$ cat src/rtl/pa_pipe_pkg.sv
`default_nettype none
// ============================================================================
//  Module   : pa_pipe_pkg
//  Purpose  : Shared definitions for the PA-RISC decode/writeback tag logic.
//             Holds the default register address width, the hard-wired zero
//             register number and the destination-select encodings used by
//             the decoder to steer the target-register multiplexer.
//  Revision : 1.0 - initial release
// ============================================================================
package pa_pipe_pkg;

    // General register file addressing
    localparam int       PA_AW = 5;
    localparam logic [4:0] GR0 = 5'd0;

    // Destination select encodings presented on the sel input of
    // dest_reg_tag_pipe. NONE is out of range for a 3-candidate mux and
    // therefore resolves to register 0, meaning no tracked write.
    typedef enum logic [1:0] {
        DEST_SEL_RT_A = 2'd0,
        DEST_SEL_RT_B = 2'd1,
        DEST_SEL_LINK = 2'd2,
        DEST_SEL_NONE = 2'd3
    } dest_sel_e;

endpackage : pa_pipe_pkg
`default_nettype wire

$ cat src/rtl/mux_n_to_1.sv
`default_nettype none
// ============================================================================
//  Module   : mux_n_to_1
//  Purpose  : Combinational N:1 multiplexer of W-bit words. Any select value
//             of N or above drives an all-zero output, so an out-of-range
//             select can never produce X or alias another input.
//  Ports    : i_sel  [SELW-1:0]  word select
//             i_data [N*W-1:0]   input words, word i at [i*W +: W]
//             o_data [W-1:0]     selected word (0 when i_sel >= N)
//  Revision : 1.0 - initial release
// ============================================================================
module mux_n_to_1 #(
    parameter int W    = 5,
    parameter int N    = 3,
    parameter int SELW = $clog2(N + 1)
) (
    input  logic [SELW-1:0] i_sel,
    input  logic [N*W-1:0]  i_data,
    output logic [W-1:0]    o_data
);

    always_comb begin
        o_data = '0;
        for (int i = 0; i < N; i++) begin
            if (int'(i_sel) == i) begin
                o_data = i_data[i*W +: W];
            end
        end
    end

endmodule : mux_n_to_1
`default_nettype wire

$ cat src/rtl/dest_reg_tag_pipe.sv
`default_nettype none
// ============================================================================
//  Module   : dest_reg_tag_pipe
//  Purpose  : Destination-register selector and in-flight tag pipeline.
//             Selects the target register of the decoding instruction from
//             NSRC candidates, carries the tag through DEPTH stages
//             (EX..WB) with stall bubbles and partial flush, and reports the
//             youngest stage holding each source operand for forwarding.
//  Ports    : clk, rst_n             clock, async active-low reset
//             sel [SELW-1:0]         destination select (>= NSRC -> 0)
//             src_addr [NSRC*AW-1:0] candidate addresses
//             wr_en_in, stall, flush decode-stage controls
//             rs1, rs2 [AW-1:0]      source operands of decoding instr
//             sel_addr [AW-1:0]      combinational selected address
//             tag_q [DEPTH*AW-1:0]   per-stage tags
//             vld_q [DEPTH-1:0]      per-stage valids
//             fwd1, fwd2 [FW-1:0]    youngest matching stage + 1, 0 = none
//             wb_addr, wb_en         writeback stage tag / valid
//  Revision : 1.0 - initial release
// ============================================================================
module dest_reg_tag_pipe
    import pa_pipe_pkg::*;
#(
    parameter  int AW          = PA_AW,
    parameter  int NSRC        = 3,
    parameter  int DEPTH       = 3,
    parameter  int FLUSH_DEPTH = 1,
    localparam int SELW        = $clog2(NSRC + 1),
    localparam int FW          = $clog2(DEPTH + 1)
) (
    input  logic                 clk,
    input  logic                 rst_n,
    input  logic [SELW-1:0]      sel,
    input  logic [NSRC*AW-1:0]   src_addr,
    input  logic                 wr_en_in,
    input  logic                 stall,
    input  logic                 flush,
    input  logic [AW-1:0]        rs1,
    input  logic [AW-1:0]        rs2,
    output logic [AW-1:0]        sel_addr,
    output logic [DEPTH*AW-1:0]  tag_q,
    output logic [DEPTH-1:0]     vld_q,
    output logic [FW-1:0]        fwd1,
    output logic [FW-1:0]        fwd2,
    output logic [AW-1:0]        wb_addr,
    output logic                 wb_en
);

    logic [AW-1:0]    w_sel_addr;
    logic             w_entry_vld;
    logic [AW-1:0]    w_entry_tag;
    logic [AW-1:0]    r_tag [DEPTH];
    logic [DEPTH-1:0] r_vld;
    logic [DEPTH-1:0] w_hit1;
    logic [DEPTH-1:0] w_hit2;

    // ------------------------------------------------------------------
    // Destination select
    // ------------------------------------------------------------------
    mux_n_to_1 #(
        .W    (AW),
        .N    (NSRC),
        .SELW (SELW)
    ) u_dest_mux (
        .i_sel  (sel),
        .i_data (src_addr),
        .o_data (w_sel_addr)
    );

    assign sel_addr = w_sel_addr;

    // Writes to r0 are architecturally dropped, so they never occupy a
    // tracked slot. The tag is zeroed for bubbles so idle stages read 0.
    assign w_entry_vld = wr_en_in & ~stall & ~flush & (w_sel_addr != '0);
    assign w_entry_tag = w_entry_vld ? w_sel_addr : '0;

    // ------------------------------------------------------------------
    // Tag pipeline: always advances. Flush clears the stages that would
    // receive the squashed younger instructions (1..FLUSH_DEPTH-1); stage 0
    // already takes a bubble through w_entry_vld.
    // ------------------------------------------------------------------
    always_ff @(posedge clk or negedge rst_n) begin
        if (!rst_n) begin
            r_vld <= '0;
            for (int s = 0; s < DEPTH; s++) begin
                r_tag[s] <= '0;
            end
        end else begin
            r_vld[0] <= w_entry_vld;
            r_tag[0] <= w_entry_tag;
            for (int s = 1; s < DEPTH; s++) begin
                if (flush && (s < FLUSH_DEPTH)) begin
                    r_vld[s] <= 1'b0;
                    r_tag[s] <= '0;
                end else begin
                    r_vld[s] <= r_vld[s-1];
                    r_tag[s] <= r_tag[s-1];
                end
            end
        end
    end

    // ------------------------------------------------------------------
    // Per-stage outputs and operand match vectors
    // ------------------------------------------------------------------
    generate
        for (genvar s = 0; s < DEPTH; s++) begin : g_stage
            assign tag_q[s*AW +: AW] = r_tag[s];
            assign w_hit1[s]         = r_vld[s] && (r_tag[s] == rs1);
            assign w_hit2[s]         = r_vld[s] && (r_tag[s] == rs2);
        end
    endgenerate

    assign vld_q   = r_vld;
    assign wb_addr = r_tag[DEPTH-1];
    assign wb_en   = r_vld[DEPTH-1];

    // Priority encode: scan oldest to youngest so the youngest hit is the
    // last assignment and wins. r0 operands never forward.
    always_comb begin
        fwd1 = '0;
        fwd2 = '0;
        for (int s = DEPTH - 1; s >= 0; s--) begin
            if (w_hit1[s] && (rs1 != '0)) begin
                fwd1 = FW'(s + 1);
            end
            if (w_hit2[s] && (rs2 != '0)) begin
                fwd2 = FW'(s + 1);
            end
        end
    end

endmodule : dest_reg_tag_pipe
`default_nettype wire

$ cat config.mk
export PLATFORM = sky130hd
export DESIGN_NAME = dest_reg_tag_pipe
export DESIGN_NICKNAME = d
export VERILOG_FILES = /design/src/rtl/pa_pipe_pkg.sv /design/src/rtl/mux_n_to_1.sv /design/src/rtl/dest_reg_tag_pipe.sv
export SDC_FILE = /design/constraint.sdc
export NUM_CORES = 1
export LEC_CHECK = 0
export BUFFER_PORTS_ARGS = -buffer_cell sky130_fd_sc_hd__buf_2
export CORE_MARGIN = 1
export CORE_UTILIZATION = 38
export CTS_CLUSTER_SIZE = 30
export DETAILED_ROUTE_END_ITERATION = 8
export PLACE_DENSITY = 0.81
export SLEW_MARGIN = 25
export SYNTH_ARGS = -nofsm -noshare
export SYNTH_HDL_FRONTEND = slang
export SYNTH_SLANG_ARGS = --single-unit
$ cat constraint.sdc
create_clock -name clk -period 1.37 [get_ports clk]
set_input_delay 0.0685 -clock clk [delete_from_list [all_inputs] [get_ports clk]]
set_output_delay 0.0685 -clock clk [all_outputs]
set_load 0.005 [all_outputs]
Word-level counts from Yosys, hierarchy flattened:

Cells that the tools add are included.

* latch bits: 0
* memories kept: 0
* input port bits: 32
* output and inout port bits: 33
* logic and storage cells: 43
* flip-flop bits (word level): 18
* bits in read-only memories: 0
* RAM bits: 0

* reduce and logical (&&, ||, !) cells: 16
* div/mod/pow operators: 0
* shift-type cells: 0
* bitwise operators: 5
* muxes and demuxes: 10
* add/sub/neg operators: 0
* $mul: 0
* equality and inequality tests: 8
* $lt $le $gt $ge: 0

Operators by type and width (number)
* 5-bit equality test: 6
* 5-bit 2-to-1 mux: 4
* 5-bit nonzero test: 3
* 1-bit logical AND: 12
* 2-bit 2-to-1 mux: 6
* 2-bit equality test, second input constant: 2
* 1-bit bitwise AND: 3
* 2-bit logical NOT: 1
* 1-bit NOT: 2

Depth between registers and ports, before layout:

Gate-level depths: netlist of the first run.

* depth in word-level cells: 7
* depth in mapped cells: 5
* mapped depth without buffers: 4

Modules after synthesis:

From an unflattened synthesis of the first run, not the netlist that was laid out.

* cells, all modules: 98
* area total of the unflattened synthesis: 1083.5 um^2

By module, submodules not included
* dest_reg_tag_pipe: area an instance 968.4 um^2, seq. area each 450.4 um^2, times used 1, cells each 86
* mux_n_to_1: area an instance 115.1 um^2, seq. area each 0.0 um^2, times used 1, cells each 12

Worst setup path after synthesis of the first run:

Ideal clock, no wire load.

* kind: register -> output
* start: reg r_tag, in the netlist tag_q[6]
* end: out fwd2[0]
* arrival: 1271 ps
* stages on the path, launching flop included: 4
* setup slack: 30 ps
* required time: 1302 ps
* path buffers: 0
* cells stage by stage: dfrtp_1 -> xor2_1 -> or4_4 -> a21o_1

* word-level cells in the longest chain between the ends: 5

Ends and longest elaborated chain
* start, declared: RTL line dest_reg_tag_pipe.sv:52 `logic [AW-1:0] r_tag [DEPTH];`
* start signal, assigned by index: RTL line dest_reg_tag_pipe.sv:97 `r_tag[s] <= r_tag[s-1];`
* 5-bit equality test: RTL line dest_reg_tag_pipe.sv:110 `assign w_hit2[s] = r_vld[s] && (r_tag[s] == rs2);`
* 1-bit logical AND: RTL line dest_reg_tag_pipe.sv:110
* 1-bit logical AND: RTL line dest_reg_tag_pipe.sv:127 `if (w_hit2[s] && (rs2 != '0)) begin`
* 2-bit 2-to-1 mux (2 in a row): RTL line dest_reg_tag_pipe.sv:127
* end, declared: RTL line dest_reg_tag_pipe.sv:44 `output logic [FW-1:0] fwd2,`

No other way between the ends.

Worst setup path after layout of the first run:

* start: reg r_tag, in the netlist tag_q[8]
* end: out fwd2[0]

Same word-level chain as after synthesis.

==> summary.md, run 1 <==
| Metric | Value |
|---|---|
| Power, Total | `around 1.1 mW` |
| Global-route usage over all layers | `0.197` |
| Critical Path Sink Type | `primary output` |
| Placement Setup Slack | `-0.154 ns` |
| Core Area | `2570 µm²` |
| CTS Root Cell | `clkbuf_4` |
| Routed WL | `~2.7 mm` |
| Synth Area in Adders | `0` |
| Final Non-Filler Cells | `just over 200` |
| Buffer depth of the longest clock path | `2` |
| Clock skew | `0.00132 ns` |
| Final WS setup | `-0.438 ns` |
| Maxcap violations | `0` |
| Detailed router's first-iteration violation count | `9` |
| Share of cells above drive strength 1 | `0.506` |
| PwrDens | `just over 700 nW/µm²` |
| Max VDD drop | `472 µV` |
| Min Tclk post-route | `approximately 1.8 ns` |
| Hold Crit Endpoint | `tag_q[3]` |
| Sequential-to-total area share from yosys stat | `0.420` |
| Via density per instance | `just over 5` |
| Compound-Gate Fraction of Synth Area | `0.0653` |
| Max-slew violations | `0` |
| Gr ovfl total | `0` |
| Post-route design area | `1530 µm²` |
| H-tree depth | `1` |
| Area growth syn-to-layout | `42.8%` |
| Row count | `18` |
| Crit Path Class | `register to primary output` |
| TNS Setup | `-1.62 ns` |
| Worst-margin pin slew | `0.475 ns` |
| Simple-gate share of the synthesized area | `0.173` |
| Slew Limit Headroom | `0.680` |
| TritonCTS clock tree | `done` |
| Mapped Area | `1070 µm²` |
| Crit path max fanout | `3` |
| Worst-Skew Late Latency | `0.28 ns` |
| Final #Nets | `between 200 and 250` |
| Placed Instance Area | `1450 µm²` |
| Ports | `65` |
| #FFs+latches synth | `18` |
| Largest family of logic cells by synthesized area | `XOR/XNOR gates` |
| Util after Layout | `0.596` |
| Crit Reg-Reg Startpoint | `tag_q[8]` |
| IO Port Bufs | `64` |
| Die area | `around 3000 µm²` |
| DRT Pass-1 Iters | `4` |
| Placed insts | `196` |
| Total CTS buffers | `3` |
| DRC | `0` |
| Cells after Synth | `100` |
| Synth Warn # | `0` |
| Hold Crit Class | `primary input to register` |
| Avg Cell Area, Syn | `10.7 µm²` |
| Ant diodes | `0` |
| Pleak | `0.823 nW` |
| Max Clk Rate | `553 MHz` |
| CTS Sinks | `18` |
| DP HPWL | `between 2 and 2.5 mm` |
| Pin count of the biggest net entering global routing | `19` |
| DR vias | `between 1,000 and 1,500` |
| Cell variety after synth | `22` |
| Final-report hold violation count | `0` |
| Min Hold Slack | `0.0939 ns` |
| Crit path DAT | `1.74 ns` |
| R2r worst-path depth | `1` |
| Final GP Congestion | `between 0.7 and 0.8` |
| Period Utilization, post-route | `1.32` |
| Fillers | `225` |
| Mux share of post-synthesis cell area | `0.0467` |
| Synth Area in XOR/XNOR | `0.245` |
| Hold path depth | `3` |
| Worst hold start | `src_addr[8]` |
| Endpoints failing setup | `4` |
| Initial core utilization | `0.418` |
| Reg-to-reg setup timing slack | `0.69 ns` |
| Status | `complete, but fails checks` |
| Die Span Y | `55.1 µm` |
| Failing checks | `setup timing` |
| Avg WL per Cell | `13.1 µm` |
| DIE WIDTH | `55.1 µm` |
| Crit start category | `register` |
| Initial antenna violation count | `0` |
| CP required | `1.30 ns` |
| Clk slew on worst S/H paths | `0.09 ns` |
| Vias in the first global route | `989` |
| First-pass GRT wire length | `about 4 mm` |
| Final ANT Viol Nets | `0` |
| Syn_nets | `~130` |
| Critical R2R Capture | `wb_addr[3]` |
| RSZ-0062 raised after global routing | `yes` |
[worst max-delay path: stages (launching register included)]
cell	delay, ns
dfrtp_1	0.43
xnor2_1	0.17
nand4_1	0.12
or4_4	0.43
a21o_1	0.19
buf_2	0.12
[Yosys cell counts, drive strengths merged]
| master | n | share of area |
|---|---|---|
| or3 | 2 | 0.013 |
| or4 | 4 | 0.035 |
| dfrtp | 18 | 0.42 |
| inv | 1 | 0.0035 |
| buf | 7 | 0.047 |
| a21o | 2 | 0.014 |
| xor2 | 8 | 0.065 |
| nor2 | 4 | 0.019 |
| nand2 | 2 | 0.0070 |
| nor3 | 2 | 0.0093 |
| or3b | 1 | 0.0082 |
| xnor2 | 22 | 0.18 |
| mux2i | 5 | 0.047 |
| nor4 | 3 | 0.018 |
| nor2b | 5 | 0.029 |
| nand4 | 6 | 0.035 |
| a21oi | 4 | 0.019 |
| o2bb2ai | 4 | 0.033 |
[state kept, by name (all words and copies together) (netlist names)]
register	count
tag_q	10
vld_q	3
wb_addr	5
[how the worst max path moves through the flow]
stage	start	end	slack (ns)	cells past startpoint
6_report	tag_q[8]	fwd2[0]	-0.44	5
5_1_grt	tag_q[8]	fwd2[0]	-0.50	5
4_1_cts	tag_q[8]	fwd2[0]	-0.46	5
3_5_place_dp	tag_q[8]	fwd2[0]	-0.15	5
3_3_place_gp	tag_q[8]	fwd2[0]	-0.10	5
2_1_floorplan	tag_q[6]	fwd2[0]	0.03	3
[power breakdown]
group	internal (mW)	total, mW	switching (mW)
Sequential	0.545	0.562	0.0172
Combinational	0.126	0.239	0.114
Clock	0.162	0.304	0.143
Total	0.832	1.11	0.274
[routing by layer]
| layer | wire, µm | GRT usage | vias to the layer above | part of all wire |
|---|---|---|---|---|
| li1 | - | - | 494 | - |
| met1 | 1040 | 0.196 | 471 | 0.39 |
| met2 | 1380 | 0.386 | 65 | 0.52 |
| met3 | 225 | 0.0301 | 4 | 0.084 |
| met4 | 36 | 0.100 | 0 | 0.013 |
| met5 | 0 | 0 | - | 0 |
[cell families (layout without fill, tap and decap cells)]
family / after synthesis / in the layout
xor+xnor: 30 / 30
simple gates: 29 / 29
flops: 18 / 18
compound gates: 10 / 10
buf+inv: 8 / 82
mux: 5 / 5
[layout by cell type (no fill, tap or decap)]
master	n
clkbuf_8	1
mux2i_1	5
inv_1	1
buf_2	64
nor2_1	2
nor4_1	3
a21oi_1	3
clkbuf_4	3
nor3_1	2
xnor2_2	1
or3b_2	1
nand4_1	6
dlygate4sd3_1	1
o2bb2ai_1	4
nor2_2	2
or4_4	2
nand2_1	2
a21oi_2	1
nor2b_1	5
dfrtp_1	18
a21o_1	2
or4_1	2
buf_4	12
or3_1	1
or3_4	1
xnor2_1	21
xor2_1	8
[layout make-up]
type	count	area (µm²)	area share
repair buffers	77	420	0.275
well taps	30	37.5	0.0245
multi-input cells	74	583	0.381
flip-flops and latches	18	450	0.294
inverters	1	3.75	0.00245
clock buffers	4	36.3	0.0237
[timing repair]
action                                  4_1_cts  5_1_grt
hold buffers                                  1        0
endpoints found under the hold margin        18        0
pin swaps                                     8        2
gates resized for setup                       3        0
setup buffers                                 3        0
endpoints found under the setup margin        4        4
Power figures use the tool's default switching activity.
==> run 2: changes to the inputs <==
--- a/config.mk
+++ b/config.mk
@@ -8,6 +8,7 @@
 export BUFFER_PORTS_ARGS = -buffer_cell sky130_fd_sc_hd__buf_2
 export CORE_MARGIN = 1
 export CORE_UTILIZATION = 38
+export CTS_CLUSTER_DIAMETER = 150
 export CTS_CLUSTER_SIZE = 30
 export DETAILED_ROUTE_END_ITERATION = 8
 export PLACE_DENSITY = 0.81
==> constraint.sdc (replaced) <==
create_clock -name clk -period 1.37 [get_ports clk]
set_input_delay 0.0685 -clock clk [delete_from_list [all_inputs] [get_ports clk]]
set_output_delay 0.0685 -clock clk [all_outputs]
set_load 0.02 [all_outputs]
==> run 2 against run 1 <==
The flow still finishes with violations (setup timing); non-clock buffer count is 11 higher; setup slack worse by 0.038 ns; utilization is 7.9 points higher; clock skew is 0.0029 ns higher; power is 8.0% higher; maximum frequency is 2.1% lower; critical endpoint is now fwd1[0].
==> summary.md, run 2 (same netlist as run 1, synthesis figures left out) <==
| Metric | Value |
|---|---|
| Endpoints failing setup | `4 (unchanged)` |
| Critical Path, Cell by Cell | `xnor2_2 -> nand4_1 -> or4_4 -> a21o_1 -> buf_6` |
| Gr ovfl total | `0 (unchanged)` |
| Clk slew on worst S/H paths | `0.10 ns (about the same)` |
| Final ANT Viol Nets | `0 (unchanged)` |
| IO Port Bufs | `64 (unchanged)` |
| Clock skew | `0.00426 ns (+0.00293 ns)` |
| Slew Limit Headroom | `0.732 (+0.0515)` |
| TNS Setup | `-1.80 ns (-0.184 ns)` |
| Crit start category | `register` |
| Hold Crit Endpoint | `tag_q[3]` |
| M3 GR Usage | `0.0191 (-0.0109)` |
| Die Span Y | `55.1 µm (unchanged)` |
| Crit path DAT | `1.78 ns (+0.04 ns)` |
| Final #Nets | `218 (+5.3%)` |
| DRC | `0 (unchanged)` |
| Commonest non-fill, non-tap cell in the layout | `buf_2` |
| Max Clk Rate | `542 MHz (-2.1%)` |
| Ports | `65 (unchanged)` |
| Vias in the first global route | `1,063 (+7.5%)` |
| Crit Path Class | `register to primary output` |
| Total CTS buffers | `3 (unchanged)` |
| Die area | `3040 µm² (unchanged)` |
| Multi-input gate area | `659 µm² (+13%)` |
| Number of flip-flops in the largest register | `10 (unchanged)` |
| Row count | `18 (unchanged)` |
| Worst-margin pin slew | `0.399 ns (-0.0762 ns)` |
| Initial antenna violation count | `0 (unchanged)` |
| Status | `complete, but fails checks` |
| GRT busiest layer | `met2` |
| Global-route usage over all layers | `0.219 (+0.0226)` |
| Detailed router's first-iteration violation count | `9 (unchanged)` |
| Routed WL | `3.05 mm (+14%)` |
| Area growth syn-to-layout | `61.7%` |
| Max VDD drop | `607 µV (+29%)` |
| RSZ-0062 raised after global routing | `yes` |
| Fillers | `203 (-9.8%)` |
| Failing checks | `setup timing` |
| Commonest non-fill, non-tap cells in the layout | `59 x buf_2, 23 x buf_4, 15 x xnor2_1` |
| Util after Layout | `0.675 (+0.0789)` |
| Initial core utilization | `0.418 (unchanged)` |
| DRT Pass-1 Iters | `4 (unchanged)` |
| Ant diodes | `0 (unchanged)` |
| CTS Sinks | `18 (unchanged)` |
| Worst hold start | `src_addr[8]` |
| H-tree depth | `1 (unchanged)` |
| Buffer depth of the longest clock path | `2 (unchanged)` |
| Worst-Skew Late Latency | `0.28 ns (about the same)` |
| Critical Path Sink Type | `primary output` |
| Power, Total | `1.19 mW (+8.0%)` |
| Pin count of the biggest net entering global routing | `19 (unchanged)` |
| DR vias | `1,080 (+4.4%)` |
| Switching part of the total power | `0.279 (+0.0316)` |
| Min Hold Slack | `0.0847 ns (-0.00925 ns)` |
| Period Utilization, post-route | `1.35 (+0.0278)` |
| Maxcap violations | `0 (unchanged)` |
| Via density per instance | `5.02 (-0.90%)` |
| Pleak | `0.896 nW (+8.9%)` |
| Worst stage delay on the critical path | `0.46 ns (+0.03 ns)` |
| Crit Reg-Reg Startpoint | `tag_q[8]` |
| DIE WIDTH | `55.1 µm (unchanged)` |
| R2r worst-path depth | `3 (+2)` |
| Met1 Track Usage GR | `0.230 (+0.0345)` |
| Final WS setup | `-0.476 ns (-0.0381 ns)` |
| Share of cells above drive strength 1 | `0.638 (+0.132)` |
| Internal power | `0.861 mW (+3.5%)` |
| Reg-to-reg setup timing slack | `0.43 ns (-0.26 ns)` |
| FF+latch area | `463 µm² (+2.8%)` |
| Largest delay share family, worst path | `simple AND/OR/NAND/NOR gates` |
| Crit path max fanout | `3 (unchanged)` |
| Critical R2R Capture | `wb_addr[3]` |
| CP required | `1.30 ns (about the same)` |
| Bufs and invs on worst path | `1 (unchanged)` |
| Levels on crit path | `5 (unchanged)` |
| Final GP Congestion | `0.876 (+12%)` |
| DP HPWL | `2.52 mm (+12%)` |
| TritonCTS clock tree | `done` |
| Final-report hold violation count | `0 (unchanged)` |
| First-pass GRT wire length | `4.63 mm (+13%)` |
| CP max stage cell | `dfrtp_2` |
| Core Area | `2570 µm² (unchanged)` |
| Max-slew violations | `0 (unchanged)` |
| PwrDens | `689 nW/µm² (-4.6%)` |
| Flop pwr share | `0.474 (-0.034)` |
| Clock network fraction of total power | `0.261 (-0.014)` |
| Sw Pwr | `0.333 mW (+22%)` |
| Hold path depth | `3 (unchanged)` |
| Avg WL per Cell | `14.2 µm (+8.3%)` |
| Min Tclk post-route | `1.85 ns (+0.0381 ns)` |
| Met2 Usage GRT | `0.442 (+0.0562)` |
| Combinational fraction of design power | `0.265 (+0.049)` |
| CTS Root Cell | `clkbuf_4` |
| Hold Crit Class | `primary input to register` |
-- run 2: changes by cell type in the layout (fill, tap and decap cells not counted) --
cell	before	now
buf_4	12	23
buf_6	0	5
a21oi_2	1	0
xnor2_2	1	7
dfrtp_1	18	8
a21oi_4	0	2
buf_2	64	59
nor4_1	3	1
xnor2_1	21	15
a21oi_1	3	2
dfrtp_2	0	10
nor4_2	0	2
-- run 2: repair_timing --
| action | in CTS | in global routing |
|---|---|---|
| hold buffers | 1 | 0 |
| pin swaps | 2 | 1 |
| buffers inserted | 2 | 1 |
| resized for setup | 8 | 9 |
| endpoints found under the setup margin | 4 | 4 |
| endpoints found under the hold margin | 18 | 0 |
-- run 2: area by class of cell --
cell class | instances | share of cell area
clock buffer | 4 | 0.0209
timing repair buffer | 88 | 0.308
inverter | 1 | 0.00216
multi-input combinational | 74 | 0.380
tap | 30 | 0.0216
sequential | 18 | 0.267
-- run 2: worst max path at each step --
stage	from	endpoint	slack (ns)
finish	tag_q[7]	fwd1[0]	-0.48
global route	tag_q[7]	fwd2[0]	-0.55
CTS	tag_q[7]	fwd2[0]	-0.48
detailed placement	tag_q[9]	fwd1[0]	-0.17
global placement	tag_q[9]	fwd2[0]	-0.13
floorplan	tag_q[9]	fwd2[0]	-0.09
-- run 2: worst register-to-register path: cells and delay by family (launching register included) --
| kind | cells | cell delay, ns |
|---|---|---|
| buffers and inverters | 3 | 0.39 |
| DFF | 1 | 0.45 |
-- run 2: through the flow --
step | cells | area [µm²] | setup slack [ns]
CTS | 214 | 1680 | -0.477
finish | 215 | 1730 | -0.476
global route | 215 | 1730 | -0.548
detailed placement | 207 | 1580 | -0.169
global placement | 207 | 1580 | -0.125
floorplan | 100 | 1120 | -0.0865
-- run 2: metal layers --
layer | part of all wire | vias to the layer above
met5 | 0 | -
met4 | 0.017 | 0
li1 | - | 517
met2 | 0.54 | 55
met1 | 0.40 | 503
met3 | 0.049 | 5
-- run 2: power groups by stage --
stage	logic, mW	clock network [mW]	registers (mW)
2_1_floorplan	0.131	0	0.591
3_3_place_gp	0.284	0	0.574
3_5_place_dp	0.295	0	0.575
4_1_cts	0.307	0.319	0.565
5_1_grt	0.343	0.344	0.568
6_report	0.317	0.312	0.566
==> run 3: changes to the inputs <==
--- a/config.mk
+++ b/config.mk
@@ -6,12 +6,15 @@
 export NUM_CORES = 1
 export LEC_CHECK = 0
 export BUFFER_PORTS_ARGS = -buffer_cell sky130_fd_sc_hd__buf_2
+export CELL_PAD_IN_SITES_DETAIL_PLACEMENT = 0
+export CELL_PAD_IN_SITES_GLOBAL_PLACEMENT = 1
 export CORE_MARGIN = 1
-export CORE_UTILIZATION = 38
+export CORE_UTILIZATION = 27
 export CTS_CLUSTER_DIAMETER = 150
 export CTS_CLUSTER_SIZE = 30
 export DETAILED_ROUTE_END_ITERATION = 8
-export PLACE_DENSITY = 0.81
+export PLACE_DENSITY = 0.8
+export REMOVE_ABC_BUFFERS = 1
 export SLEW_MARGIN = 25
 export SYNTH_ARGS = -nofsm -noshare
 export SYNTH_HDL_FRONTEND = slang
==> run 3 against run 2 <==
The run still ends with setup timing left; via count is 4.8% lower; cell count is 7.9% higher; utilization is 24 points lower; sequential share of layout area is 0.68 points higher; routed wire length is 7.8% lower; setup slack better by 0.045 ns; non-clock buffer count stayed put; global-route usage is 8.3 points lower; clock-buffer cell count is 1 lower; first-iteration DRC count grew to 2.9 times the previous value; clock skew is 0.0031 ns lower; die area is 39% higher; highest routed layer unchanged.
==> summary.md, run 3 (same netlist as run 1, synthesis figures left out) <==
| Metric | Value |
|---|---|
| Total CTS buffers | `3 (unchanged)` |
| Critical Path Sink Type | `primary output` |
| Area growth syn-to-layout | `53.4%` |
| DRT Pass-1 Iters | `4 (unchanged)` |
| Final GP Congestion | `0.753 (-14%)` |
| Status | `complete, but fails checks` |
| Final-report hold violation count | `0 (unchanged)` |
| FF+latch area | `450 µm² (-2.7%)` |
| Met1 Track Usage GR | `0.181 (-0.0491)` |
| Gr ovfl total | `0 (unchanged)` |
| Min Tclk post-route | `1.80 ns (-0.0453 ns)` |
| Share of cells above drive strength 1 | `0.527 (-0.111)` |
| First-pass GRT wire length | `4.35 mm (-6.0%)` |
| Final #Nets | `218 (unchanged)` |
| DIE WIDTH | `65.0 µm (+18%)` |
| CTS Root Cell | `clkbuf_8` |
| Worst-Skew Late Latency | `0.25 ns (-0.03 ns)` |
| Internal power | `0.884 mW (+2.6%)` |
| Final Non-Filler Cells | `232 (+7.9%)` |
| Max-slew violations | `0 (unchanged)` |
| Final ANT Viol Nets | `0 (unchanged)` |
| Die Span Y | `65.0 µm (+18%)` |
| Ports | `65 (unchanged)` |
| Hold path depth | `3 (unchanged)` |
| Fillers | `373 (+84%)` |
| Multi-input gate area | `576 µm² (-13%)` |
| Combinational fraction of design power | `0.245 (-0.020)` |
| Slew Limit Headroom | `0.629 (-0.103)` |
| Detailed router's first-iteration violation count | `26 (+17)` |
| Initial core utilization | `0.286 (-0.131)` |
| Power, Total | `1.22 mW (+1.8%)` |
| Switching part of the total power | `0.273 (-0.00560)` |
| DP HPWL | `2.35 mm (-6.7%)` |
| Period Utilization, post-route | `1.31 (-0.0331)` |
| Failing checks | `setup timing` |
| Commonest non-fill, non-tap cell in the layout | `buf_2` |
| Crit Path Class | `register to primary output` |
| Core Area | `3740 µm² (+46%)` |
| CTS Sinks | `18 (unchanged)` |
| Hold Crit Class | `primary input to register` |
| GRT busiest layer | `met2` |
| Commonest non-fill, non-tap cells in the layout | `61 x buf_2, 25 x buf_4, 22 x xnor2_1` |
| Die area | `4230 µm² (+39%)` |
| DRC | `0 (unchanged)` |
| Number of flip-flops in the largest register | `10 (unchanged)` |
| Row count | `22 (+4)` |
| CP required | `1.30 ns (about the same)` |
| Crit path DAT | `1.73 ns (-0.05 ns)` |
| Min Hold Slack | `0.112 ns (+0.0278 ns)` |
| Ant diodes | `0 (unchanged)` |
| Worst-margin pin slew | `0.552 ns (+0.153 ns)` |
| Max VDD drop | `243 µV (-60%)` |
| Endpoints failing setup | `4 (unchanged)` |
| Clock network fraction of total power | `0.293 (+0.032)` |
| Max Clk Rate | `555 MHz (+2.5%)` |
| Met2 Usage GRT | `0.216 (-0.226)` |
| Placed insts | `226 (+9.2%)` |
| R2r worst-path depth | `1 (-2)` |
| Flop pwr share | `0.462 (-0.012)` |
| Initial antenna violation count | `0 (unchanged)` |
| PwrDens | `739 nW/µm² (+7.3%)` |
| Via density per instance | `4.43 (-12%)` |
| Avg WL per Cell | `12.1 µm (-15%)` |
| Clk slew on worst S/H paths | `0.06 ns (-0.04 ns)` |
| Maxcap violations | `0 (unchanged)` |
| Vias in the first global route | `938 (-12%)` |
| M3 GR Usage | `0.0387 (+0.0196)` |
| TritonCTS clock tree | `done` |
| Global-route usage over all layers | `0.136 (-0.0831)` |
| Final WS setup | `-0.431 ns (+0.0453 ns)` |
| Clock skew | `0.00113 ns (-0.00313 ns)` |
| Crit path max fanout | `3 (unchanged)` |
| Sw Pwr | `0.333 mW (-0.26%)` |
| Pin count of the biggest net entering global routing | `19 (unchanged)` |
| Pleak | `0.876 nW (-2.3%)` |
| DR vias | `1,028 (-4.8%)` |
| IO Port Bufs | `64 (unchanged)` |
| H-tree depth | `1 (unchanged)` |
| RSZ-0062 raised after global routing | `yes` |
| Buffer depth of the longest clock path | `2 (unchanged)` |
| Routed WL | `2.82 mm (-7.8%)` |
| Placement Setup Slack | `-0.189 ns (-0.0199 ns)` |
| Crit start category | `register` |
-- run 3: changes by cell type in the layout (fill, tap and decap cells not counted) --
cell,delta
a21oi_4,-2
xnor2_1,+7
buf_2,+2
nor4_2,-2
a21oi_2,+1
buf_4,+2
dfrtp_1,+10
dfrtp_2,-10
a21oi_1,+1
nor4_1,+2
clkbuf_8,+2
xnor2_2,-7
clkbuf_4,-3
buf_6,-4
-- run 3: power by group through the flow --
| stage | Sequential (mW) | Clock, mW | Combinational [mW] |
|---|---|---|---|
| after floorplan | 0.596 | 0 | 0.110 |
| after global placement | 0.572 | 0 | 0.291 |
| after detailed placement | 0.573 | 0 | 0.293 |
| after global routing | 0.564 | 0.392 | 0.322 |
| final | 0.562 | 0.356 | 0.298 |
| after CTS | 0.563 | 0.364 | 0.297 |
-- run 3: layout make-up --
type                            instances  area share
Clock buffer                            3      0.0251
Inverter                                1     0.00228
Multi-Input combinational cell         74       0.350
Sequential cell                        18       0.274
Tap cell                               48      0.0365
Timing Repair Buffer                   88       0.313
-- run 3: per-stage QoR --
stage | area (µm²) | setup TNS (ns) | util
2_1_floorplan | 1020 | -0.815 | -
3_3_place_gp | 1560 | -0.506 | 0.417
3_5_place_dp | 1560 | -0.611 | 0.417
4_1_cts | 1620 | -1.63 | 0.434
5_1_grt | 1650 | -1.84 | 0.440
6_report | 1650 | -1.59 | 0.440
-- run 3: metal layers --
layer  vias up  share of wire
met2        62           0.45
met3         2           0.10
met4         0         0.0067
met5         -              0
met1       446           0.44
li1        518              -
-- run 3: timing repair --
action / 4_1_cts / 5_1_grt
pin swaps: 8 / 5
resized for setup: 4 / 2
hold buffers: 1 / 0
endpoints found under the setup margin: 4 / 4
hold endpoints to repair: 18 / 0
buffers inserted: 0 / 2
-- run 3: final timing paths --
| kind | from | to | slack [ns] |
|---|---|---|---|
| max | tag_q[9] | fwd2[0] | -0.43 |
| min | src_addr[8] | tag_q[3] | 0.11 |
| max reg2reg | tag_q[3] | tag_q[8] | 0.69 |
| min reg2reg | vld_q[0] | vld_q[1] | 0.46 |
| max in group asynchronous | rst_n | tag_q[4] | 0.81 |
| min in group asynchronous | rst_n | tag_q[7] | 0.28 |
-- run 3: worst max-delay path, stage by stage (launching register included) --
cell and delay (ns):
dfrtp_1 0.41, xnor2_1 0.17, nand4_1 0.13, or4_4 0.44, a21o_1 0.19, buf_2 0.15
